**config.mk**
```make
export PLATFORM = sky130hd
export DESIGN_NAME = control_sequencer
export DESIGN_NICKNAME = d
export VERILOG_FILES = /design/src/rtl/control_sequencer.sv
export SDC_FILE = /design/constraint.sdc
export NUM_CORES = 1
export LEC_CHECK = 0
export BUFFER_PORTS_ARGS = -buffer_cell sky130_fd_sc_hd__buf_4
export CORE_AREA = 2 2 86 88
export DETAILED_ROUTE_END_ITERATION = 10
export DIE_AREA = 0 0 88 90
export GPL_TIMING_DRIVEN = 0
export PLACE_DENSITY_LB_ADDON = 0.3
export SLEW_MARGIN = 20
export SYNTH_ARGS = -nofsm -noshare
export SYNTH_HDL_FRONTEND = slang
export SYNTH_SLANG_ARGS = --single-unit
```
**constraint.sdc**
```tcl
create_clock -name clk -period 5.95 [get_ports clk]
set_clock_uncertainty 0.2 [all_clocks]
set_input_delay 0.2975 -clock clk [delete_from_list [all_inputs] [get_ports clk]]
set_output_delay 0.2975 -clock clk [all_outputs]
set_load 0.02 [all_outputs]
```
**src/rtl/control_sequencer.sv**
```systemverilog
// control_sequencer: one-instruction-at-a-time control sequencer producing registered strobes.
// Latency: strobes appear one cycle after acceptance; non-memory ops sustain one instruction per cycle.
// Backpressure: instr_ready is low while a memory access is outstanding, in HALT, and during reset.
//
// Ports:
//   clk, reset (async, active-low)
//   instr_valid/instr_ready handshake with opcode instrOP and LOAD high-enable he
//   mem_done completes an outstanding READ/WRITE; int_req (level) is taken in IDLE/HALT
//   registered strobes: alu_use_const push pop dreg_we dreg_we_high mem_write mem_read
//                       jumpc jumpr getIntID getPC loadConst
//   status: halted, int_ack/illegal/mem_err pulses, retired instruction counter
module control_sequencer #(
    parameter int OPW  = 4,
    parameter int TOW  = 8,
    parameter int CNTW = 16
) (
    input  logic            clk,
    input  logic            reset,
    input  logic            instr_valid,
    input  logic [OPW-1:0]  instrOP,
    input  logic            he,
    input  logic            mem_done,
    input  logic            int_req,
    output logic            instr_ready,
    output logic            alu_use_const,
    output logic            push,
    output logic            pop,
    output logic            dreg_we,
    output logic            dreg_we_high,
    output logic            mem_write,
    output logic            mem_read,
    output logic            jumpc,
    output logic            jumpr,
    output logic            getIntID,
    output logic            getPC,
    output logic            loadConst,
    output logic            halted,
    output logic            int_ack,
    output logic            illegal,
    output logic            mem_err,
    output logic [CNTW-1:0] retired
);

    localparam logic [3:0] OP_HALT   = 4'hF;
    localparam logic [3:0] OP_READ   = 4'hE;
    localparam logic [3:0] OP_WRITE  = 4'hD;
    localparam logic [3:0] OP_INTID  = 4'hC;
    localparam logic [3:0] OP_PUSH   = 4'hB;
    localparam logic [3:0] OP_POP    = 4'hA;
    localparam logic [3:0] OP_JUMP   = 4'h9;
    localparam logic [3:0] OP_JUMPR  = 4'h8;
    localparam logic [3:0] OP_LOAD   = 4'h7;
    localparam logic [3:0] OP_SAVPC  = 4'h5;
    localparam logic [3:0] OP_ARITHC = 4'h1;
    localparam logic [3:0] OP_ARITH  = 4'h0;

    // Last MEM cycle count value before timeout: 2^TOW-2 means the access
    // has been outstanding for 2^TOW-1 cycles when this value is reached.
    localparam logic [TOW-1:0] TO_LAST = ~TOW'(1);

    typedef enum logic [1:0] {
        ST_IDLE = 2'd0,
        ST_MEM  = 2'd1,
        ST_HALT = 2'd2
    } state_t;

    typedef struct packed {
        logic alu_use_const;
        logic push;
        logic pop;
        logic dreg_we;
        logic dreg_we_high;
        logic mem_write;
        logic mem_read;
        logic jumpc;
        logic jumpr;
        logic get_int_id;
        logic get_pc;
        logic load_const;
    } strobe_t;

    state_t          state_q, state_d;
    strobe_t         strb_q, strb_d;
    logic            ready_q, ready_d;
    logic            halted_q, halted_d;
    logic            int_ack_q, int_ack_d;
    logic            illegal_q, illegal_d;
    logic            mem_err_q, mem_err_d;
    logic [CNTW-1:0] retired_q, retired_d;
    logic [TOW-1:0]  to_cnt_q, to_cnt_d;

    // Opcode decode
    logic [3:0] op_lo;
    logic       ext_zero;
    logic       op_legal;
    logic       op_is_mem;
    strobe_t    dec_strb;

    always_comb begin
        op_lo     = instrOP[3:0];
        ext_zero  = ((instrOP >> 4) == '0);
        op_legal  = ext_zero && (op_lo != 4'h3) && (op_lo != 4'h2);
        op_is_mem = (op_lo == OP_READ) || (op_lo == OP_WRITE);
        dec_strb  = '0;
        case (op_lo)
            OP_READ:   dec_strb.mem_read = 1'b1;
            OP_WRITE:  dec_strb.mem_write = 1'b1;
            OP_INTID:  begin dec_strb.get_int_id = 1'b1; dec_strb.dreg_we = 1'b1; end
            OP_PUSH:   dec_strb.push = 1'b1;
            OP_POP:    begin dec_strb.pop = 1'b1; dec_strb.dreg_we = 1'b1; end
            OP_JUMP:   dec_strb.jumpc = 1'b1;
            OP_JUMPR:  dec_strb.jumpr = 1'b1;
            OP_LOAD:   begin
                dec_strb.load_const   = 1'b1;
                dec_strb.dreg_we      = 1'b1;
                dec_strb.dreg_we_high = he;
            end
            OP_SAVPC:  begin dec_strb.get_pc = 1'b1; dec_strb.dreg_we = 1'b1; end
            OP_ARITHC: begin dec_strb.alu_use_const = 1'b1; dec_strb.dreg_we = 1'b1; end
            OP_ARITH:  dec_strb.dreg_we = 1'b1;
            default:   ; // HALT, BRANCH, RETI and illegal codes drive no strobes
        endcase
    end

    // Next-state logic
    always_comb begin
        state_d   = state_q;
        strb_d    = '0;
        halted_d  = halted_q;
        int_ack_d = 1'b0;
        illegal_d = 1'b0;
        mem_err_d = 1'b0;
        retired_d = retired_q;
        to_cnt_d  = to_cnt_q;
        case (state_q)
            ST_IDLE: begin
                // Interrupt takes priority over a presented instruction.
                if (int_req) begin
                    int_ack_d = 1'b1;
                end else if (instr_valid && ready_q) begin
                    if (!op_legal) begin
                        illegal_d = 1'b1;
                    end else begin
                        strb_d   = dec_strb;
                        to_cnt_d = '0;
                        if (op_is_mem) begin
                            state_d = ST_MEM;
                        end else begin
                            retired_d = retired_q + CNTW'(1);
                            if (op_lo == OP_HALT) begin
                                state_d  = ST_HALT;
                                halted_d = 1'b1;
                            end
                        end
                    end
                end
            end
            ST_MEM: begin
                if (mem_done) begin
                    // READ data lands in the register file the cycle after completion.
                    strb_d.dreg_we = strb_q.mem_read;
                    retired_d      = retired_q + CNTW'(1);
                    to_cnt_d       = '0;
                    state_d        = ST_IDLE;
                end else if (to_cnt_q == TO_LAST) begin
                    mem_err_d = 1'b1;
                    to_cnt_d  = '0;
                    state_d   = ST_IDLE;
                end else begin
                    strb_d.mem_read  = strb_q.mem_read;
                    strb_d.mem_write = strb_q.mem_write;
                    to_cnt_d         = to_cnt_q + TOW'(1);
                end
            end
            ST_HALT: begin
                if (int_req) begin
                    int_ack_d = 1'b1;
                    halted_d  = 1'b0;
                    state_d   = ST_IDLE;
                end
            end
            default: begin
                state_d  = ST_IDLE;
                halted_d = 1'b0;
            end
        endcase
        ready_d = (state_d == ST_IDLE);
    end

    always_ff @(posedge clk or negedge reset) begin
        if (!reset) begin
            state_q   <= ST_IDLE;
            strb_q    <= '0;
            ready_q   <= 1'b0;
            halted_q  <= 1'b0;
            int_ack_q <= 1'b0;
            illegal_q <= 1'b0;
            mem_err_q <= 1'b0;
            retired_q <= '0;
            to_cnt_q  <= '0;
        end else begin
            state_q   <= state_d;
            strb_q    <= strb_d;
            ready_q   <= ready_d;
            halted_q  <= halted_d;
            int_ack_q <= int_ack_d;
            illegal_q <= illegal_d;
            mem_err_q <= mem_err_d;
            retired_q <= retired_d;
            to_cnt_q  <= to_cnt_d;
        end
    end

    assign instr_ready   = ready_q;
    assign alu_use_const = strb_q.alu_use_const;
    assign push          = strb_q.push;
    assign pop           = strb_q.pop;
    assign dreg_we       = strb_q.dreg_we;
    assign dreg_we_high  = strb_q.dreg_we_high;
    assign mem_write     = strb_q.mem_write;
    assign mem_read      = strb_q.mem_read;
    assign jumpc         = strb_q.jumpc;
    assign jumpr         = strb_q.jumpr;
    assign getIntID      = strb_q.get_int_id;
    assign getPC         = strb_q.get_pc;
    assign loadConst     = strb_q.load_const;
    assign halted        = halted_q;
    assign int_ack       = int_ack_q;
    assign illegal       = illegal_q;
    assign mem_err       = mem_err_q;
    assign retired       = retired_q;

endmodule

```
==> metrics.md, run 1 <==
| Metric | Value |
|---|---|
| Buffers added on ports | 38 |
| CTS max path bufs | 2 |
| Total gr overflow | 0 |
| Worst Path Buf+Inv | 2 |
| Total track usage | 12.1% |
| Final Max Tran Viols | 0 |
| Reg2reg setup slack | 3.79 ns |
| CTS Root Cell | clkbuf_8 |
| Core Footprint | 7020 µm² |
| CTS tree | yes |
| WL final | 4.37 mm |
| Rows | 31 |
| Avg Synthesized Cell Area | 11.0 µm² |
| Hold Path Cell Cnt | 2 |
| Tightest Pin Transition | 0.758 ns |
| Number of synthesized flops with an enable pin | 0 |
| TritonCTS Buffers | 5 |
| Hold endpoint | dreg_we_high$_DFF_PN0_ |
| Vias per inst | 4.71 |
| Peak supply drop | 0.0000915 V |
| Distinct cells, synth | 47 |
| Min Tclk post-route | 2.16 ns |
| Crit Path Category | flip-flop to flip-flop |
| Critical R2R Launch | state_q[0]$_DFF_PN0_ |
| Iteration-0 DRC Markers | 91 |
| Clk_lat worst skew | 0.29 ns |
| Fin. Hold Viols | 0 |
| Tcrit/Tclk final | 36.4% |
| Post-route ant nets | 0 |
| CP max-delay cell | o41ai_2 |
| Post-route total power | 701 µW |
| Highest clock rate | 462 MHz |
| H-tree levels | 2 |
| Clock sinks | 43 |
| Yosys warns | 0 |
| Sum Neg Setup Slack | 0 ns |
| Sequential-to-total area share from yosys stat | 52.7% |
| DP HPWL | 3.14 mm |
| Diodes inserted | 0 |
| Slowest stage delay, CP | 0.70 ns |
| Mapped Area | 2040 µm² |
| Slew Limit Headroom | 49.1% |
| Initial antenna violation count | 0 |
| Leakage Power | 0.00117 µW |
| Ys flop type | dfrtp_1 |
| Worst min path class | input port to flip-flop |
| CP Data Arrival Time | 2.14 ns |
| Clock slew at reported path FFs | 0.08 ns |
| Final core occ | 36.5% |
| Final setup viols | 0 |
| Asr flop ratio synth | 100% |
| 1st-pass router iterations | 4 |
| Setup crit end kind | flip-flop |
| CP cell instances | buf_6 -> o41ai_2 -> buf_2 -> nand3_1 -> xnor2_1 |
| I/O pin total | 43 |
| Area Growth Syn to Fin | 25.4% |
| Vias | 1,565 |
| Worst Setup Start Kind | flip-flop |
| Synthesis-stage register bit count | 43 |
| DR WL/cell | 13.2 µm |
| Layout cells sized above 1 | 27.9% |
| CP required | 5.93 ns |
| Width of the die | 88 µm |
| Global-route wire length before repair | 7.60 mm |
| Die area | 7920 µm² |
| Die Y-Extent | 90 µm |
| Largest register FFs | 16 |
| CP top delay family | compound AO/OA/AOI/OAI gates |
| Final #Nets | 245 |
| R2r worst-path depth | 5 |
| RSZ-0062 raised after global routing | false |
| Vias in the first global route | 1,559 |
| Largest net degree at the start of global routing | 44 |
| CP max FO | 10 |
| Cell Pwr Density | 274 nW/µm² |
| Max Cap Viol | 0 |
| DRC | 0 |
| Status | complete, no violations |
| Gp weighted congestion | 0.749 |
| Min-delay src | he |
| Initial core utilization | 29.1% |
| R2R Path End | retired[9]$_DFFE_PN0P_ |
| Post-Syn Instances | 186 |
| Syn nets | 199 |
[kinds of logic (layout without fill, tap and decap cells)]
logic type / after synthesis / after routing / synth area share [%]
compound gates: 33 / 33 / 12.4
xor+xnor: 18 / 18 / 7.73
fa+ha+maj: 3 / 3 / 1.84
buf+inv: 12 / 59 / 3.49
flops: 43 / 43 / 52.7
mux: 1 / 1 / 0.552
simple gates: 76 / 76 / 21.3
[cell usage after synthesis, drive strengths merged (2+ instances only)]
cell type / number / area (µm²)
nand4: 4 / 25.0
and3: 6 / 37.5
and4: 4 / 35.0
o21ba: 2 / 20.0
a21oi: 6 / 30.0
a211o: 2 / 17.5
dfrtp: 43 / 1080
nor3b: 2 / 15.0
nor3: 5 / 35.0
nand3: 15 / 75.1
o41ai: 2 / 25.0
and2: 3 / 18.8
a311oi: 2 / 17.5
inv: 3 / 11.3
nand2: 14 / 52.6
buf: 9 / 60.1
nor4: 5 / 31.3
o21ai: 4 / 20.0
a31oi: 4 / 25.0
or3b: 2 / 20.0
xnor2: 17 / 149
and2b: 2 / 15.0
nor2: 9 / 33.8
ha: 3 / 37.5
[worst max path at each step]
| stage | from | to | slack (ns) | cells after the start |
|---|---|---|---|---|
| after detailed placement | instrOP[1] | retired[14]$_DFFE_PN0P_ | 3.75 | 6 |
| after floorplan | instr_ready$_DFF_PN0_ | jumpr$_DFF_PN0_ | 4.02 | 5 |
| after global placement | instrOP[1] | retired[12]$_DFFE_PN0P_ | 3.78 | 6 |
| final | state_q[0]$_DFF_PN0_ | retired[9]$_DFFE_PN0P_ | 3.79 | 5 |
| after CTS | state_q[0]$_DFF_PN0_ | retired[14]$_DFFE_PN0P_ | 3.77 | 5 |
| after global routing | instr_ready$_DFF_PN0_ | retired[9]$_DFFE_PN0P_ | 3.62 | 5 |
[area by class of cell]
cell class / instances / area, µm²
Fill cell: 709 / 4460
Multi-Input combinational cell: 131 / 893
Sequential cell: 43 / 1080
Inverter: 3 / 11.3
Buffer: 9 / 60.1
Tap cell: 99 / 124
Timing Repair Buffer: 39 / 295
Clock buffer: 8 / 100
[metal layers]
metal / track usage, % / up-vias / share of wire [%]
met3: 3.49 / 6 / 5.1
li1: - / 771 / -
met2: 19.0 / 36 / 47
met1: 15.5 / 752 / 46
met4: 4.62 / 0 / 1.7
met5: 0 / - / 0
[cell usage in the layout (no fill, tap or decap), types with 2 or more instances in the layout]
cell type | netlist | routed
nor3_2 | 2 | 2
xnor2_1 | 17 | 17
nor4_1 | 5 | 5
inv_1 | 3 | 3
and2b_1 | 2 | 2
dfrtp_1 | 43 | 43
and3_1 | 6 | 6
and4_1 | 4 | 4
nand3_1 | 15 | 15
a21oi_1 | 6 | 6
nor2_1 | 9 | 9
nand4_1 | 4 | 4
and2_1 | 3 | 3
nor3b_1 | 2 | 2
a211o_1 | 2 | 2
o21ai_0 | 4 | 4
nand2_1 | 14 | 14
clkbuf_8 | 0 | 7
o21ba_2 | 2 | 2
buf_2 | 6 | 6
ha_1 | 3 | 3
buf_6 | 2 | 2
a31oi_1 | 4 | 4
nor3_1 | 3 | 3
a311oi_1 | 2 | 2
buf_4 | 1 | 39
[worst register-to-register path, stage by stage (launching register included)]
cell     delay [ns]
dfrtp_1        0.38
buf_6          0.14
o41ai_2        0.70
buf_2          0.35
nand3_1        0.12
xnor2_1        0.17
[stage by stage]
step	instances	worst slack (ns)	cell area [µm²]	hold slack [ns]
after floorplan	186	4.02	2040	-0.198
after global placement	323	3.78	2450	0.125
after detailed placement	323	3.75	2450	0.124
after CTS	332	3.77	2560	0.00626
after global routing	332	3.62	2560	0.00848
final	332	3.79	2560	0.00980
[report_power, final]
part / internal [µW] / switching (µW)
combinational: 65.8 / 80.8
sequential: 318 / 33.3
clock: 106 / 96.8
[timing repair]
item / CTS / global route
hold endpoints to repair: 43 / 0
setup buffers: 0 / 0
resized for setup: 0 / 0
hold buffers: 1 / 0
No activity file was read; power rests on OpenSTA's default activity.
==> run 2: changes to the inputs <==
- ABC_AREA: unset -> 1
- CORE_AREA: 2 2 86 88 -> 2 2 91 93
- DIE_AREA: 0 0 88 90 -> 0 0 93 95
- clock period: 5.95 -> 2.2 ns (I/O delays scaled with it)
==> metrics.md, run 2 <==
| Metric | Value |
|---|---|
| Status | complete, no violations |
| Critical R2R Launch | state_q[1]$_DFF_PN0_ |
| CP max FO | 8 (-2) |
| Mapped Area | 2320 µm² (+14%) |
| Distinct cells, synth | 27 (-43%) |
| Total track usage | 13.2% (+1.1 points) |
| Tightest Pin Transition | 0.568 ns (-0.190 ns) |
| Worst min path class | input port to flip-flop |
| Asr flop ratio synth | 100% (unchanged) |
| Diodes inserted | 0 (unchanged) |
| Worst Setup Start Kind | input port |
| Min-delay src | instr_valid |
| Initial antenna violation count | 0 (unchanged) |
| Post-Syn Instances | 304 (+63%) |
| Iteration-0 DRC Markers | 62 (-32%) |
| CP Data Arrival Time | 2.04 ns (-0.10 ns) |
| Cell area after placement | 2770 µm² (+13%) |
| Avg Synthesized Cell Area | 7.64 µm² (-30%) |
| Peak supply drop | 0.000285 V (+210%) |
| Post-synth top cells | nand2_1 (109), dfrtp_1 (43), nor2_1 (37) |
| Vias per inst | 4.41 (-6.4%) |
| Clk_lat worst skew | 0.30 ns (about the same) |
| Slew Limit Headroom | 62.1% (+13 points) |
| Final instance area | 3000 µm² (+17%) |
| Vias | 2,079 (+33%) |
| Area Growth Syn to Fin | 29.3% |
| Place WS | 0.452 ns (-3.30 ns) |
| Total gr overflow | 0 (unchanged) |
| Most frequent cells in the layout | nand2_1 (109), dfrtp_1 (43), buf_4 (43), nor2_1 (37), nand3_1 (28) |
| Crit Path Category | input port to flip-flop |
| Synthesis-stage register bit count | 43 (unchanged) |
| Tcrit/Tclk final | 90.7% |
| Ys flop type | dfrtp_1 |
| WL final | 5.39 mm (+23%) |
| DP HPWL | 3.82 mm (+22%) |
| Hold Path Cell Cnt | 5 (+3) |
| Min Tclk post-route | 2.00 ns |
| Final core occ | 37.9% (+1.4 points) |
| Global-route wire length before repair | 9.24 mm (+22%) |
| Cell Pwr Density | 721 nW/µm² (+160%) |
| Fin. Hold Viols | 0 (unchanged) |
| I/O pin total | 43 (unchanged) |
| Setup crit end kind | flip-flop |
| RSZ-0062 raised after global routing | false |
| CP required | 2.25 ns (-3.68 ns) |
| Sequential-to-total area share from yosys stat | 46.3% (-6.4 points) |
| Final setup viols | 0 (unchanged) |
| TritonCTS Buffers | 5 (unchanged) |
| Highest clock rate | 501 MHz |
| Final Max Tran Viols | 0 (unchanged) |
| Die Y-Extent | 95 µm (+5.6%) |
| Yosys warns | 0 (unchanged) |
| Initial core utilization | 29.3% (+0.23 points) |
| DR WL/cell | 11.4 µm (-13%) |
| Number of synthesized flops with an enable pin | 0 (unchanged) |
| Post-route ant nets | 0 (unchanged) |
| Resized cells post-CTS | 0 (unchanged) |
| Commonest non-fill, non-tap cell in the layout | nand2_1 |
| CTS tree | yes |
| Width of the die | 93 µm (+5.7%) |
| Rows | 33 (+6.5%) |
| Die area | 8840 µm² (+12%) |
| Core Footprint | 7930 µm² (+13%) |
| Max Cap Viol | 0 (unchanged) |
| Largest register FFs | 16 (unchanged) |
| Final WS setup | 0.205 ns (-3.58 ns) |
| Syn nets | 317 (+59%) |
| Largest net degree at the start of global routing | 44 (unchanged) |
| CTS Root Cell | clkbuf_8 |
| Sum Neg Setup Slack | 0 ns (unchanged) |
| Area leader, netlist | dfrtp_1 |
| Clock slew at reported path FFs | 0.09 ns (about the same) |
| R2R Path End | alu_use_const$_DFF_PN0_ |
| Hold endpoint | illegal$_DFF_PN0_ |
| Finished Layout Cells | 471 (+42%) |
| Placed cells | 451 (+40%) |
| Vias in the first global route | 1,987 (+27%) |
| Leakage Power | 0.00152 µW (+30%) |
| Most frequent cell after synthesis | nand2_1 |
| 1st-pass router iterations | 4 (unchanged) |
| Top cells by area, synth | dfrtp_1 (46%), nand2_1 (18%), nand3_1 (6.0%) |
| H-tree levels | 2 (unchanged) |
| Final #Nets | 378 (+54%) |
| Buffers added on ports | 42 (+11%) |
| DRC | 0 (unchanged) |
| Layout cells sized above 1 | 18.9% (-9.0 points) |
| CP Launch Point | int_req |
| CTS max path bufs | 2 (unchanged) |
| Post-synth top area share | 46.3% (-6.4 points) |
| Reg2reg setup slack | 0.21 ns (-3.58 ns) |
| Clock sinks | 43 (unchanged) |
| Gp weighted congestion | 0.797 (+6.5%) |
| R2r worst-path depth | 6 (+1) |
## run 2: how the worst max path moves through the flow
stage | to | slack (ns) | depth (start not counted)
finish | alu_use_const$_DFF_PN0_ | 0.20 | 8
global route | alu_use_const$_DFF_PN0_ | 0.04 | 6
CTS | alu_use_const$_DFF_PN0_ | 0.15 | 6
detailed placement | instr_ready$_DFF_PN0_ | 0.45 | 7
global placement | instr_ready$_DFF_PN0_ | 0.46 | 7
floorplan | retired[10]$_DFFE_PN0P_ | 0.56 | 8
## run 2: repair_timing
item / 4_1_cts / 5_1_grt
hold buffers: 11 / 0
endpoints found under the setup margin: 0 / 1
setup buffers: 0 / 1
hold endpoints to repair: 57 / 0
## run 2: final cells by class
| cell class | count | area (µm²) |
|---|---|---|
| Clock inverter | 3 | 46.3 |
| Multi-Input combinational cell | 229 | 1110 |
| Sequential cell | 43 | 1080 |
| Buffer | 2 | 22.5 |
| Clock buffer | 5 | 68.8 |
| Tap cell | 105 | 131 |
| Fill cell | 875 | 4930 |
| Timing Repair Buffer | 54 | 433 |
| Inverter | 30 | 113 |
## run 2: cell families (layout without fill, tap and decap cells)
family / count (synthesis) / after routing / synth area share (%)
and+or+nand+nor: 194 / 194 / 36.9
DFF: 43 / 43 / 46.3
buffers and inverters: 32 / 94 / 5.82
AOI/OAI and AO/OA: 21 / 21 / 5.23
xor gates and xnor gates: 11 / 11 / 4.15
adders and majority gates: 3 / 3 / 1.62
## run 2: per-layer routing
metal  vias up  part of all wire (%)  global-route usage, %
met5         -                     0                      0
met4         0                   1.2                   3.31
met1       949                    48                   17.7
li1       1081                     -                      -
met2        40                    47                   21.9
met3         9                   3.5                   2.63
## run 2: per-stage QoR
| stage | total power [µW] | hold slack [ns] |
|---|---|---|
| global route | 2300 | 0.143 |
| finish | 2160 | 0.106 |
| floorplan | 1300 | -0.386 |
| detailed placement | 1530 | -0.0493 |
| CTS | 2200 | 0.0984 |
| global placement | 1510 | -0.0547 |
## run 2: report_power, final
group | switching, µW | total (µW) | leakage [µW] | internal (µW)
Clock | 306 | 649 | 0.0000548 | 342
Combinational | 311 | 542 | 0.000879 | 231
Sequential | 102 | 974 | 0.000584 | 872
Total | 720 | 2160 | 0.00152 | 1440
## run 2: worst max-delay path, stage by stage
cell and delay, ns:
dlygate4sd3_1 0.54, buf_4 0.14, inv_1 0.15, nand3_4 0.15
inv_1 0.15, nand2_1 0.11, nor3_1 0.13, dlygate4sd3_1 0.56
